==> config.mk <==
export PLATFORM = sky130hd
export DESIGN_NAME = vector_lane_streamer
export DESIGN_NICKNAME = d
export VERILOG_FILES = /design/src/rtl/vector_lane_streamer.sv
export SDC_FILE = /design/constraint.sdc
export NUM_CORES = 1
export LEC_CHECK = 0
export ABC_AREA = 1
export BUFFER_PORTS_ARGS = -buffer_cell sky130_fd_sc_hd__buf_4
export CAP_MARGIN = 20
export CORE_MARGIN = 8
export CORE_UTILIZATION = 45
export DETAILED_ROUTE_END_ITERATION = 6
export PLACE_DENSITY = 0.69
export SLEW_MARGIN = 5
export SYNTH_ARGS = -nofsm -noshare
export SYNTH_HDL_FRONTEND = slang
export SYNTH_SLANG_ARGS = --single-unit
==> constraint.sdc <==
create_clock -name clk -period 2.57 [get_ports clk]
set_clock_uncertainty 0.2 [all_clocks]
set_input_delay 0 -clock clk [delete_from_list [all_inputs] [get_ports clk]]
set_output_delay 0 -clock clk [all_outputs]
set_load 0.05 [all_outputs]
==> src/rtl/vector_lane_streamer.sv <==
// Vector register file (16 x LANES elements) with a snapshotting, lane-serial read streamer.
// A full-width write port updates one register per cycle; reads stream one element per cycle.
module vector_lane_streamer #(
    parameter int unsigned LANES  = 4,
    parameter int unsigned LANE_W = 8
) (
    input  logic                      clk,
    input  logic                      reset_n,
    input  logic                      WriteEnable,
    input  logic [3:0]                WriteVector,
    input  logic [LANES*LANE_W-1:0]   WriteData,
    input  logic                      ReadValid,
    output logic                      ReadReady,
    input  logic [3:0]                ReadVector,
    output logic [LANE_W-1:0]         LaneData,
    output logic [$clog2(LANES)-1:0]  LaneIndex,
    output logic                      LaneValid,
    output logic                      LaneLast,
    input  logic                      LaneReady
);

    localparam int unsigned IDX_W    = $clog2(LANES);
    localparam int unsigned DATA_W   = LANES * LANE_W;
    localparam int unsigned NUM_REGS = 16;

    typedef enum logic {
        IDLE,
        STREAM
    } streamState;

    streamState           state;
    streamState           stateNext;
    logic [IDX_W-1:0]     laneCount;
    logic [IDX_W-1:0]     laneCountNext;
    logic                 snapLoad;
    logic                 isLast;
    logic [DATA_W-1:0]    snapshot;
    logic [DATA_W-1:0]    readSource;
    logic [DATA_W-1:0]    regFile [NUM_REGS];
    logic [LANE_W-1:0]    snapLanes [LANES];

    // Write-first bypass: a same-edge write to the requested register feeds the snapshot.
    always_comb begin
        readSource = regFile[ReadVector];
        if (WriteEnable && (WriteVector == ReadVector)) begin
            readSource = WriteData;
        end
    end

    always_comb begin
        for (int k = 0; k < LANES; k++) begin
            snapLanes[k] = snapshot[k*LANE_W +: LANE_W];
        end
    end

    assign isLast = (state == STREAM) && (laneCount == IDX_W'(LANES - 1));

    // Next-state, counter advance and request acceptance.
    always_comb begin
        stateNext     = state;
        laneCountNext = laneCount;
        snapLoad      = 1'b0;
        ReadReady     = 1'b0;
        unique case (state)
            IDLE: begin
                ReadReady = 1'b1;
                if (ReadValid) begin
                    snapLoad      = 1'b1;
                    laneCountNext = '0;
                    stateNext     = STREAM;
                end
            end
            STREAM: begin
                if (LaneReady) begin
                    if (isLast) begin
                        ReadReady     = 1'b1;
                        laneCountNext = '0;
                        if (ReadValid) begin
                            snapLoad = 1'b1;
                        end else begin
                            stateNext = IDLE;
                        end
                    end else begin
                        laneCountNext = laneCount + IDX_W'(1);
                    end
                end
            end
            default: begin
                stateNext = IDLE;
            end
        endcase
    end

    always_ff @(posedge clk) begin
        if (!reset_n) begin
            state     <= IDLE;
            laneCount <= '0;
            snapshot  <= '0;
            for (int r = 0; r < NUM_REGS; r++) begin
                regFile[r] <= '0;
            end
        end else begin
            state     <= stateNext;
            laneCount <= laneCountNext;
            if (snapLoad) begin
                snapshot <= readSource;
            end
            if (WriteEnable) begin
                regFile[WriteVector] <= WriteData;
            end
        end
    end

    // Lane outputs decode purely from registered state.
    assign LaneValid = (state == STREAM);
    assign LaneIndex = laneCount;
    assign LaneLast  = isLast;
    assign LaneData  = LaneValid ? snapLanes[laneCount] : '0;

endmodule

# Word level (Yosys, flattened, before mapping)
# Memory sizes are Yosys's and may differ from the RTL's. A register that Yosys moved wholly into a read port is not among the register bits.
# Cells that the tools add are included.
# W data, S select, Z words.
# totals
ff_bits,3
mem_bits_rw,512
mem_count,1
# op_classes
n_eq_ne,3
n_mux,25
order_cmp,1
add_sub_neg,1
n_reduce_logical,4
bitwise,2
# mem_list
name,words,width,rd,rd_clocked_by_memory_dff,wr,line,rtl
regFile,16,32,1,1,16,39,logic [DATA_W-1:0] regFile [NUM_REGS];
# op_table
cell,count
$mux W32,1
$reduce_or A32 Y1,1
$mux W8,3
$bmux W8 S2,1
$mux W1,12
$mux W2,3
$pmux W1 S2,3
$mux W4,1
$ne A2 B2 Y1 const B,2
$pmux W2 S2,1
$ge A3 B3 Y1 const B,1
$not A2 Y3,1
$add A2 B1 Y2 const B,1
$eq A2 B2 Y1 const B,1
$reduce_and A2 Y1,1
$logic_and A1 B1 Y1,1
$logic_not A1 Y1,1
$not A1 Y1,1

# Depth between registers and ports, before layout
# depth
ltp_word,5
depth_mapped,13
ltp_nobuf,9

# Worst setup path after synthesis
# No wires, ideal clock.
# synth_timing
kind,register to output
startpoint,register laneCount[0] (netlist: LaneIndex[0])
endpoint,output port LaneData[5]
path_slack_ns,0.150
t_arrival_ns,2.220
path_buffers,2
stages_incl_launch_ff,7
path_cell_list,dfxtp_1 > clkbuf_1 > clkbuf_1 > nor2_1 > nor2_1 > o21ai_0 > a21oi_1
# synth_between
elab_chain_cells,5
# synth_lines
element,line,rtl
"start, declared",33,logic [IDX_W-1:0] laneCount;
"start signal, assigned",104,laneCount <= laneCountNext;
$not A2 Y3 (implied by the code),118,assign LaneData = LaneValid ? snapLanes[laneCount] : '0;
$bmux W8 S2,118,
$mux W8 (implied by the code) (2 in a row),118,
$mux W8,118,
"end, declared",15,"output logic [LANE_W-1:0] LaneData,"
# Every way passes these cells. The select of a mux whose other input is x is not followed.

# Worst setup path after layout
# layout_timing
startpoint,register laneCount[0] (netlist: LaneIndex[0])
endpoint,output port LaneData[4]
# Same word-level chain as after synthesis.

==> run metrics <==
status=finished, final reports clean; post-synth cell types=24; Highest Signal Layer=met4; total wire length=76050 um; met2 WL=35130 um; worst stage delay on the critical path=0.34 ns; DIE HEIGHT=253.2 um; syn_nets=2800; number of remaining DRC errors=0; Vias=20070; Avg Inst Size Synth=9.191 um^2; fin nets=2836; CTS buffer count=53; WP data arrival=2.30 ns; initial core utilization=45.24%; synth top area cells=edfxtp_1 61%, nor2_1 11%, nand2_1 7.3%; most used cell, CP=buf_4; met1 wire length=28630 um; FILL cells=4965; layout cell share with drive strength beyond 1=8.513%; CTS tree=yes; H-Tree Depth=2; Sink Count=547; fin crit share=97.22%; Yosys top cell area share=60.74%; Top Ports=58; crit path buf inv count=3; warnings from Yosys=0; Yosys reg bits=547; Worst-path clk slew=0.07 ns; placed cell count=3445; DRT Pass-1 Iters=6; Pwr Density=688.3 nW/um^2; top cells by count, synth=769 x nor2_1, 512 x edfxtp_1, 491 x nand2_1; antenna-violating nets left=0; final worst slack=0.07136 ns; HP Class=in2reg; Main synth FF type=edfxtp_1; Place WS=-0.07511 ns; Max Transition Viols Final=0; WL per Instance=21.20 um; Hold Fails Final Rpt=0; number of synthesized flops with an enable pin=512; die area=64100 um^2; crit-path max FO=18; GRT overflow=0; Global Route Usage Sum=23.28%; leakage=11.68 nW; Placed Area=26710 um^2; Vias/cell=5.595; Max transition margin=49.86%; Final Setup Violations=0; first-pass GRT wire length=114300 um; kind of critical path=reg2out; sequential share of the synthesized area=63.51%; Detail Placement HPWL=42410 um; post-synth top area cell=edfxtp_1; initial antenna violation count=0; Max Freq=400.2 MHz; Post-Layout Cell Count=3587; vias in the first global route=19171; count leader, synth=nor2_1; maxcap violations=0; slew at the pin closest to its max-slew limit=0.7475 ns; Largest delay share family, worst path=buffers and inverters; Worst setup EP type=output port; clock latency on the worst-skew pair=0.62 ns; Pwr Total=19.81 mW; post-synth design cell area=25310 um^2; setup TNS=0 ns; CP startpoint kind=flop; n_diodes=0; slowest CP cell=dfxtp_1; IO buf count=57; Critical Path RT=2.37 ns; area grow syn2layout=13.72%; fin crit period=2.499 ns; chip width=253.2 um; synthesized instance count=2754; Critical Path, Cell by Cell=buf_4 > clkinvlp_4 > o21ai_0 > a21oi_1 > buf_4; Max VDD drop=459.7 uV; unrepaired setup endpoints after global routing=false; core region area=55950 um^2; Clock Path Buffers=3; post-layout util=51.45%; CTS root buf=clkbuf_16; met3 routed WL=9607 um; GPL Wtd Cong=0.9171; WHS=0.04646 ns; post-synthesis async set-or-reset flop share=0%; largest net degree at the start of global routing=95; Design Area, Final=28790 um^2; initial DRC count=2523; # rows=87
worst paths after layout:
kind	from	endpoint	slack [ns]	cells after the start
max	LaneIndex[0]	LaneData[4]	0.07	5
min	WriteVector[1]	regFile[9][1]	0.05	6
max reg2reg	LaneIndex[0]	LaneIndex[0]	0.46	5
min reg2reg	snapshot[9]	snapshot[9]	0.35	2
area by class of cell:
type                    instances  area (um^2)  share of cell area (%)
flip-flops and latches        547        16080                   55.84
multi-input cells            1784         7586                   26.35
repair buffers                189         1754                   6.094
clock buffers                  75         1471                   5.111
well taps                     756        945.9                   3.286
inverters                     215        822.0                   2.856
clock inverters                21        131.4                  0.4564
tightest hold or removal path, cell delays in order:
cell and delay (ns):
buf_4 0.10, nor3_1 0.05, buf_4 0.15, nand2_1 0.09, nand2_2 0.06, buf_4 0.21
power by group:
group	total, mW	internal [mW]	switching [mW]
registers	10.4	10.2	0.154
clock network	7.41	4.08	3.33
logic	2.01	0.578	1.43
routing by layer:
metal,up-vias,track usage (%)
li1,9093,-
met1,9513,30.99
met2,1278,37.26
met3,186,5.100
met4,0,8.547
met5,-,0
cells by family after synthesis:
family,Yosys count,share of synthesized area [%]
adders and majority gates,1,0.04942
buffers and inverters,423,6.712
xor gates and xnor gates,1,0.06428
and+or+nand+nor,1551,24.66
DFF,547,63.51
AOI/OAI and AO/OA,231,5.012
registers in the layout (all words and copies together), names as in the netlist:
signal     flops
regFile      512
LaneIndex      2
LaneValid      1
snapshot      32
placed cells by master, fill, tap and decap left out, types with 17 or more instances in the layout:
master / instances
nor2_1: 768
edfxtp_1: 512
nand2_1: 475
nand3_1: 268
inv_1: 176
o21ai_0: 140
buf_4: 125
clkbuf_16: 55
dlygate4sd3_1: 46
o211ai_1: 45
a21oi_1: 45
clkinv_1: 40
dfxtp_1: 35
clkbuf_1: 18
buf_12: 17
repair_timing:
action,in CTS,in global routing
hold buffers,46,0
setup buffers,0,0
resized for setup,1,2
endpoints found under the hold margin,672,0
setup endpoints to repair,17,16
(Power assumes the default switching activity.)
